$ cat src/rtl/intc_arbiter.sv
// intc_arbiter: fixed-priority platform interrupt controller.
// Lowest source index wins. The controller latches pending interrupts,
// presents one ID at a time to the core, masks the source while it is in
// service, and returns to arbitration when software writes the matching ID
// to CLAIM.
// Optional feature: define INTC_EDGE_TRIG_EN for rising-edge sources.
// Leave it undefined (the default) for level-sensitive sources.
module intc_arbiter #(
  parameter int NUM_SRC        = 8,
  parameter int INT_CODE_WIDTH = 4,
  parameter int MAX_BIT_POS    = 31
) (
  input  logic                      clk,
  input  logic                      rst,
  input  logic [NUM_SRC-1:0]        irq_src,
  output logic [INT_CODE_WIDTH-1:0] peripheral_int_code,
  input  logic                      int_ack,
  input  logic [3:0]                reg_addr,
  input  logic [MAX_BIT_POS:0]      reg_wdata,
  input  logic                      reg_we,
  input  logic                      reg_re,
  output logic [MAX_BIT_POS:0]      reg_rdata,
  output logic                      reg_rvalid
);

  localparam int DW = MAX_BIT_POS + 1;

  typedef enum logic [1:0] {
    S_IDLE    = 2'd0,
    S_REQ     = 2'd1,
    S_SERVICE = 2'd2
  } state_e;

  state_e                    state_q;
  logic [NUM_SRC-1:0]        pending_q, pending_d, enable_q;
  logic [INT_CODE_WIDTH-1:0] cur_id_q, code_q, sel_id;
  logic [NUM_SRC-1:0]        cur_oh, set_ev, clr_vec, req_vec;
  logic [DW-1:0]             rdata_q, rdata_d;
  logic                      rvalid_q;
  logic                      claim, complete, cur_en;

  assign req_vec = pending_q & enable_q;
  assign cur_en  = |(cur_oh & enable_q);

  // A claim is an ack pulse or a CLAIM read while a request is outstanding.
  // Both in the same cycle still count as a single claim.
  assign claim    = (state_q == S_REQ) &&
                    (int_ack || (reg_re && reg_addr == 4'h8));
  assign complete = (state_q == S_SERVICE) && reg_we && reg_addr == 4'h8 &&
                    (reg_wdata == DW'(cur_id_q));
  assign clr_vec  = claim ? cur_oh : '0;

  // Decode cur_id into a one-hot mask. ID 0 gives an all-zero mask.
  always_comb begin
    cur_oh = '0;
    for (int i = 0; i < NUM_SRC; i++)
      cur_oh[i] = (cur_id_q == INT_CODE_WIDTH'(i + 1));
  end

  // Fixed-priority select. The lowest index takes the last assignment.
  always_comb begin
    sel_id = '0;
    for (int i = NUM_SRC - 1; i >= 0; i--)
      if (req_vec[i]) sel_id = INT_CODE_WIDTH'(i + 1);
  end

`ifdef INTC_EDGE_TRIG_EN
  logic [NUM_SRC-1:0] irq_prev_q;

  // Track the previous line value so rising edges can be detected.
  always_ff @(posedge clk) begin
    if (rst) irq_prev_q <= '0;
    else     irq_prev_q <= irq_src;
  end

  assign set_ev = irq_src & ~irq_prev_q;

  // Edge events are latched even during service. When an edge coincides
  // with a claim, the edge wins so the source re-pends.
  always_comb pending_d = (pending_q & ~clr_vec) | set_ev;
`else
  logic [NUM_SRC-1:0] svc_mask;

  assign set_ev = irq_src;

  // The in-service source cannot re-pend. The mask lifts in the completion
  // cycle, so a line held high requests again two cycles after completion.
  assign svc_mask = (state_q == S_SERVICE && !complete) ? cur_oh : '0;

  // In level mode a claim clears pending even if the line is still high.
  always_comb pending_d = (pending_q | (set_ev & ~svc_mask)) & ~clr_vec;
`endif

  // Pending latch and software-writable enable mask.
  always_ff @(posedge clk) begin
    if (rst) begin
      pending_q <= '0;
      enable_q  <= '0;
    end else begin
      pending_q <= pending_d;
      if (reg_we && reg_addr == 4'h4) enable_q <= reg_wdata[NUM_SRC-1:0];
    end
  end

  // Request FSM. The interrupt code is registered together with the state.
  always_ff @(posedge clk) begin
    if (rst) begin
      state_q  <= S_IDLE;
      cur_id_q <= '0;
      code_q   <= '0;
    end else begin
      case (state_q)
        S_IDLE: if (|req_vec) begin
          state_q  <= S_REQ;
          cur_id_q <= sel_id;
          code_q   <= sel_id;
        end
        S_REQ: if (claim) begin
          state_q <= S_SERVICE;
          code_q  <= '0;
        end else if (!cur_en) begin
          // Withdraw the request; the pending bit is kept.
          state_q  <= S_IDLE;
          cur_id_q <= '0;
          code_q   <= '0;
        end
        S_SERVICE: if (complete) begin
          state_q  <= S_IDLE;
          cur_id_q <= '0;
        end
        default: begin
          state_q  <= S_IDLE;
          cur_id_q <= '0;
          code_q   <= '0;
        end
      endcase
    end
  end

  // Read mux. Data is taken from pre-write state, so a read and a write in
  // the same cycle return the old value.
  always_comb begin
    rdata_d = '0;
    case (reg_addr)
      4'h0: rdata_d[NUM_SRC-1:0] = pending_q;
      4'h4: rdata_d[NUM_SRC-1:0] = enable_q;
      4'h8: rdata_d[INT_CODE_WIDTH-1:0] = (state_q == S_IDLE) ? '0 : cur_id_q;
      4'hC: begin
        rdata_d[9:8]                = state_q;
        rdata_d[INT_CODE_WIDTH-1:0] = cur_id_q;
      end
      default: rdata_d = '0;
    endcase
  end

  // Register read data with a one-cycle valid pulse.
  always_ff @(posedge clk) begin
    if (rst) begin
      rdata_q  <= '0;
      rvalid_q <= 1'b0;
    end else begin
      rdata_q  <= reg_re ? rdata_d : '0;
      rvalid_q <= reg_re;
    end
  end

  assign peripheral_int_code = code_q;
  assign reg_rdata           = rdata_q;
  assign reg_rvalid          = rvalid_q;

endmodule

$ cat config.mk
export PLATFORM = sky130hd
export DESIGN_NAME = intc_arbiter
export DESIGN_NICKNAME = d
export VERILOG_FILES = /design/src/rtl/intc_arbiter.sv
export SDC_FILE = /design/constraint.sdc
export NUM_CORES = 1
export LEC_CHECK = 0
export ABC_AREA = 1
export BUFFER_PORTS_ARGS = -buffer_cell sky130_fd_sc_hd__buf_2
export CAP_MARGIN = 20
export CORE_ASPECT_RATIO = 0.8
export CORE_MARGIN = 2
export CORE_UTILIZATION = 25
export DETAILED_ROUTE_END_ITERATION = 12
export PLACE_DENSITY_LB_ADDON = 0.12
export SYNTH_ARGS = -nofsm -noshare
export SYNTH_HDL_FRONTEND = slang
export SYNTH_SLANG_ARGS = --single-unit
export TNS_END_PERCENT = 100
$ cat constraint.sdc
create_clock -name clk -period 1.3 [get_ports clk]
set_input_delay 0.26 -clock clk [delete_from_list [all_inputs] [get_ports clk]]
set_output_delay 0.26 -clock clk [all_outputs]
set_load 0.005 [all_outputs]
==> metrics.md, run 1 <==
| Metric | Value |
|---|---|
| Share of layout cells above drive strength 1 | 44.49% |
| Pwr per Cell Area | 921.7 nW/µm² |
| Drt initial violations | 76 |
| Layout Cells excl Fill | 571 |
| Initial antenna violation count | 0 |
| N_diodes | 0 |
| Peak VDD IR | 0.0003786 V |
| Pleak | 1.583 nW |
| CP Data Required Time | 1.49 ns |
| Critical path class | flip-flop to flip-flop |
| Period Utilization, post-route | 114.2% |
| GPL Wtd Cong | 0.8953 |
| Final Cell Area | 3296 µm² |
| Most used cells in the layout excluding fill and tap cells | buf_4 (77), nand2_1 (67), buf_2 (63), nor2_1 (43), dfxtp_1 (32) |
| Mapped cell area | 2097 µm² |
| GR Util All Layers | 16.48% |
| Synthesized flop and latch total | 37 |
| Placed wire-length estimate | 5729 µm |
| Area share of the largest cell type after synthesis | 35.32% |
| Sequential element share of the synthesized area | 35.32% |
| Die ar. | 9141 µm² |
| Area Overhead vs Synth | 57.16% |
| Fmax | 673.4 MHz |
| Synth top area cells | dfxtp_1 (35%), nand2_1 (13%), nor2_1 (9.3%) |
| Drt total wl | 7091 µm |
| Final nets | 511 |
| Mapped Cells | 319 |
| Setup tns final | -2.105 ns |
| Worst skew pair latency | 0.30 ns |
| Clock Sinks | 37 |
| Hold Fails Final Rpt | 0 |
| Die Ht | 85.92 µm |
| Final worst slack | -0.1851 ns |
| Met2 routed WL | 2975 µm |
| Placed Area | 2962 µm² |
| Design Power | 0.003038 W |
| Total CTS buffers | 5 |
| Maxcap violations | 0 |
| Average vias per placed instance | 4.165 |
| WHS | 0.1676 ns |
| Row cnt | 29 |
| CTS clk-pin slew, worst paths | 0.09 ns |
| Yosys top cell by area | dfxtp_1 |
| Type of origin of the critical path | flip-flop |
| Via count | 2378 |
| Starting density of the core | 26.15% |
| Width of the die | 106.4 µm |
| CP Capture Type | flip-flop |
| Largest net degree at the start of global routing | 15 |
| # IOs | 86 |
| Core Area | 8019 µm² |
| GRT overflow | 0 |
| Worst Hold Class | input port to flip-flop |
| Vias in the first global route | 2221 |
| WL met3 | 358 µm |
| Synth warn | 0 |
| Fill count | 855 |
| Max H-tree Level | 2 |
| Placed Cells | 552 |
| Slew Limit Fails | 0 |
| Highest Signal Layer | met4 |
| Residual DRC count | 0 |
| Routed length per instance | 12.42 µm |
| Mapped Avg Cell Area | 6.574 µm² |
| Detail Route Antenna Nets | 0 |
| Worst Clk Skew | 0.01146 ns |
| Most common cell after layout, fill and taps aside | buf_4 |
| Met1 wire length | 3716 µm |
| Bufs on Longest Clock Path | 2 |
| Final setup vio count | 19 |
| # port buffers | 63 |
| Unique cell type count in the Yosys netlist | 26 |
| Outcome | complete, but fails checks |
| First-pass GRT wire length | 11490 µm |
| Worst Path Max Fanout | 6 |
| RSZ-0062 raised after global routing | yes |
| Min Clock Period, post-route | 1.485 ns |
| CTS tree | done |
| DR pass1 iterations | 5 |
| Worst path arrival time | 1.68 ns |
| Clk root buf | clkbuf_8 |
| Violated checks | setup timing |
## flip-flops by register name, summed over array words and instances, names as in the netlist
name / flops
reg_rvalid: 1
state_q: 2
pending_q: 8
enable_q: 8
cur_id_q: 4
peripheral_int_code: 4
reg_rdata: 10
## power breakdown
group | switching (W) | internal (W)
clock | 0.000460 | 0.000371
combinational | 0.000459 | 0.000472
sequential | 0.0000782 | 0.00120
## cells by family after synthesis
logic type             synth area share [%]
AO/OA/AOI/OAI                         15.27
buffers and inverters                 15.51
flip-flops                            35.32
other                                0.1788
AND/OR/NAND/NOR                       33.71
## path summary, 6_finish.rpt
kind,start,endpoint,slack (ns),depth (start not counted)
worst max-delay path,cur_id_q[2]$_SDFFE_PP0P_,cur_id_q[3]$_SDFFE_PP0P_,-0.19,13
worst min register to register,peripheral_int_code[2]$_SDFFE_PP0P_,peripheral_int_code[2]$_SDFFE_PP0P_,0.47,2
worst min-delay path,rst,reg_rvalid$_SDFF_PP0_,0.17,2
worst max register to register,cur_id_q[2]$_SDFFE_PP0P_,cur_id_q[3]$_SDFFE_PP0P_,-0.19,13
## per-layer routing
metal / vias to the layer above / global-route usage (%)
li1: 1265 / -
met1: 1040 / 24.48
met2: 69 / 23.83
met3: 4 / 4.179
met4: 0 / 3.589
met5: - / 0
## through the flow
stage / setup slack, ns / util, %
finish: -0.1851 / 41.10
global route: -0.3003 / 41.10
CTS: -0.1808 / 40.30
detailed placement: -0.2660 / 36.93
global placement: -0.2684 / 36.93
floorplan: -0.01744 / -
## worst max-delay path, cell delays in order, from the launching register on
cell	delay [ns]
dfxtp_4	0.39
inv_4	0.05
nand2_1	0.05
nand2_1	0.05
nor2_1	0.09
nand2_1	0.06
nor2_2	0.14
nand2_2	0.10
nand2_4	0.10
nand2_8	0.07
nor2_4	0.11
nand2_1	0.06
nand2_1	0.05
nor2_1	0.04
## synthesized netlist by cell type
cell type / count
a211oi_1: 1
a21oi_1: 28
a221oi_1: 4
buf_2: 2
buf_4: 24
clkbuf_1: 2
conb_1: 1
dfxtp_1: 37
inv_1: 28
inv_2: 6
nand2_1: 71
nand2_2: 3
nand2_4: 3
nand3_1: 17
nand4_1: 2
nor2_1: 52
nor2_2: 2
nor2_4: 2
nor3_1: 7
nor3_2: 1
nor3b_1: 2
o211ai_1: 1
o21ai_0: 19
o21ai_2: 1
o21bai_1: 2
o21bai_2: 1
## final cells by class
cell class | count | area [µm²] | area share [%]
Multi-Input combinational cell | 241 | 1257 | 38.16
Timing Repair Buffer | 143 | 927.1 | 28.13
Sequential cell | 37 | 757.0 | 22.97
Tap cell | 108 | 135.1 | 4.100
Inverter | 34 | 132.6 | 4.024
Clock buffer | 5 | 68.82 | 2.088
Clock inverter | 3 | 17.52 | 0.5315
## timing repair
item | in CTS | in global routing
gates cloned | 0 | 0
endpoints found under the setup margin | 22 | 22
gates resized for setup | 33 | 14
hold buffers | 0 | 0
pin swaps | 12 | 7
buffers inserted | 9 | 2
Note: power is estimated with default switching activity, not from simulation.
==> run 2: changes to the inputs <==
==> constraint.sdc (replaced) <==
create_clock -name clk -period 1.5 [get_ports clk]
set_input_delay 0.3 -clock clk [delete_from_list [all_inputs] [get_ports clk]]
set_output_delay 0.3 -clock clk [all_outputs]
set_load 0.005 [all_outputs]
==> metrics.md, run 2 (same netlist as run 1, synthesis figures left out) <==
| Metric | Value |
|---|---|
| Max reg flops | 10 (unchanged) |
| Worst skew pair latency | 0.30 ns (about the same) |
| Most used cells in the layout excluding fill and tap cells | nand2_1 (67), buf_2 (63), buf_4 (54), nor2_1 (44), dfxtp_1 (33) (was buf_4 (77), nand2_1 (67), buf_2 (63), nor2_1 (43), dfxtp_1 (32)) |
| DP Worst Slack | -0.1051 ns (was -0.2660 ns) |
| Hold Startpoint | rst (unchanged) |
| Worst stage delay on the critical path | 0.37 ns (was 0.39 ns) |
| RSZ-0062 raised after global routing | yes (unchanged) |
| Critical-path cell list | buf_6 > nand2_2 > nand2_1 > nor2_1 > nand2_1 > nor2_2 > nand2_2 > nand2_4 > nand2_8 > nor2_4 > nand2_1 > nand2_1 > nor2_1 (was inv_4 > nand2_1 > nand2_1 > nor2_1 > nand2_1 > nor2_2 > nand2_2 > nand2_4 > nand2_8 > nor2_4 > nand2_1 > nand2_1 > nor2_1) |
| Reg2Reg Launch Point | cur_id_q[0]$_SDFFE_PP0P_ (was cur_id_q[2]$_SDFFE_PP0P_) |
| Worst path arrival time | 1.72 ns (was 1.68 ns) |
| Most common cell after layout, fill and taps aside | nand2_1 (was buf_4) |
| Cts hold-fix bufs | 0 (unchanged) |
| N_diodes | 0 (unchanged) |
| Bufs on Longest Clock Path | 2 (unchanged) |
| FF-to-FF setup slack | -0.02 ns (was -0.19 ns) |
| Setup tns final | -0.04175 ns (was -2.105 ns) |
| Average vias per placed instance | 4.261 (was 4.165) |
| Starting density of the core | 26.15% (unchanged) |
| Via count | 2331 (was 2378) |
| DR pass1 iterations | 4 (was 5) |
| Detail Route Antenna Nets | 0 (unchanged) |
| Largest net degree at the start of global routing | 15 (unchanged) |
| CP Data Required Time | 1.70 ns (was 1.49 ns) |
| Max H-tree Level | 2 (unchanged) |
| Register Area | 750.7 µm² (was 757.0 µm²) |
| Type of origin of the critical path | flip-flop (unchanged) |
| Row cnt | 29 (unchanged) |
| CTS clk-pin slew, worst paths | 0.08 ns (was 0.09 ns) |
| # port buffers | 63 (unchanged) |
| Peak VDD IR | 0.0003426 V (was 0.0003786 V) |
| Fill count | 884 (was 855) |
| Clk root buf | clkbuf_8 (unchanged) |
| WHS | 0.2128 ns (was 0.1676 ns) |
| GPL Wtd Cong | 0.8468 (was 0.8953) |
| First-pass GRT wire length | 11280 µm (was 11490 µm) |
| Final nets | 487 (was 511) |
| Area of the multi-input gates | 1195 µm² (was 1257 µm²) |
| WHS Path Cells | 2 (unchanged) |
| Placed Cells | 537 (was 552) |
| Worst Path Max Fanout | 6 (unchanged) |
| Maxcap violations | 0 (unchanged) |
| Drt total wl | 7058 µm (was 7091 µm) |
| Die Ht | 85.92 µm (unchanged) |
| Total CTS buffers | 5 (unchanged) |
| Final setup vio count | 2 (was 19) |
| Outcome | complete, but fails checks (unchanged) |
| GRT overflow | 0 (unchanged) |
| Clock Sinks | 37 (unchanged) |
| Most common cell on crit path | nand2_1 (unchanged) |
| Slew Limit Fails | 0 (unchanged) |
| Pleak | 1.471 nW (was 1.583 nW) |
| Worst Clk Skew | 0.007180 ns (was 0.01146 ns) |
| Area Overhead vs Synth | 45.58% (was 57.16%) |
| Die ar. | 9141 µm² (unchanged) |
| Share of layout cells above drive strength 1 | 38.50% (was 44.49%) |
| Initial antenna violation count | 0 (unchanged) |
| Drt initial violations | 88 (was 76) |
| Residual DRC count | 0 (unchanged) |
| Hold Fails Final Rpt | 0 (unchanged) |
| Worst Hold Class | input port to flip-flop (unchanged) |
| Placed wire-length estimate | 5616 µm (was 5729 µm) |
| R2r endpoint | cur_id_q[0]$_SDFFE_PP0P_ (was cur_id_q[3]$_SDFFE_PP0P_) |
| Critical path class | flip-flop to flip-flop (unchanged) |
| Slowest-stage cell, CP | dfxtp_4 (unchanged) |
| Design Power | 0.002626 W (was 0.003038 W) |
| Vias in the first global route | 2207 (was 2221) |
| GR Util All Layers | 16.08% (was 16.48%) |
| CP Capture Type | flip-flop (unchanged) |
| CTS tree | done (unchanged) |
| Violated checks | setup timing (unchanged) |
| Routed length per instance | 12.90 µm (was 12.42 µm) |
| Width of the die | 106.4 µm (unchanged) |
| FF-to-FF path depth | 13 (unchanged) |
| Min Clock Period, post-route | 1.525 ns (was 1.485 ns) |
| Pwr per Cell Area | 860.0 nW/µm² (was 921.7 nW/µm²) |
| Layout Cells excl Fill | 547 (was 571) |
| Core Area | 8019 µm² (unchanged) |
| Hold Crit Endpoint | reg_rvalid$_SDFF_PP0_ (unchanged) |
| Final worst slack | -0.02498 ns (was -0.1851 ns) |
| # IOs | 86 (unchanged) |
| Period Utilization, post-route | 101.7% (was 114.2%) |
| Fmax | 655.7 MHz (was 673.4 MHz) |
-- run 2: cell count changes in the layout (fill, tap and decap cells not counted), sizes merged --
cell | previous run | this run
buf | 143 | 119
clkbuf | 5 | 7
clkinv | 2 | 1
clkinvlp | 1 | 0
-- run 2: how the worst max path moves through the flow --
stage / end / depth (start not counted) / start / slack [ns]
detailed placement: cur_id_q[1]$_SDFFE_PP0P_ / 11 / reg_addr[1] / -0.11
global placement: pending_q[4]$_SDFF_PP0_ / 10 / reg_addr[0] / -0.1
floorplan: cur_id_q[1]$_SDFFE_PP0P_ / 12 / reg_we / 0.13
CTS: cur_id_q[0]$_SDFFE_PP0P_ / 10 / state_q[1]$_SDFFE_PP0P_ / -0.01
global route: cur_id_q[0]$_SDFFE_PP0P_ / 13 / cur_id_q[2]$_SDFFE_PP0P_ / -0.15
finish: cur_id_q[0]$_SDFFE_PP0P_ / 13 / cur_id_q[0]$_SDFFE_PP0P_ / -0.02
-- run 2: critical path, delay by kind of cell, from the launching register on --
kind / cells / cell delay [ns]
DFF: 1 / 0.37
buffers and inverters: 1 / 0.12
and+or+nand+nor: 12 / 0.92
-- run 2: metal layers --
layer	global-route usage, %	wire [µm]	up-vias
li1	-	-	1216
met1	23.25	3583	1043
met2	24.07	3015	63
met3	4.331	396	9
met4	3.110	63	0
met5	0	0	-
-- run 2: power breakdown --
group          internal, W  switching, W
clock network     0.000416      0.000395
registers          0.00104     0.0000556
logic             0.000343      0.000380
total              0.00179      0.000831
-- run 2: cell type report --
cell class,instances,share of cell area [%]
multi-input cells,241,39.14
repair buffers,119,24.34
clock buffers,7,3.156
inverters,34,4.180
well taps,108,4.426
flip-flops and latches,37,24.59
clock inverters,1,0.1639
-- run 2: stage by stage --
step                      utilization (%)  area [µm²]
final                               38.07        3053
after global routing                38.07        3053
after detailed placement            35.34        2834
after global placement              35.34        2834
after floorplan                         -        2176
after CTS                           37.07        2973
-- run 2: timing repair --
item | in CTS | in global routing
pin swaps | 1 | 10
hold endpoints to repair | 0 | 0
resized for setup | 14 | 19
endpoints found under the setup margin | 9 | 21
gates cloned | 0 | 0
buffers inserted | 0 | 2
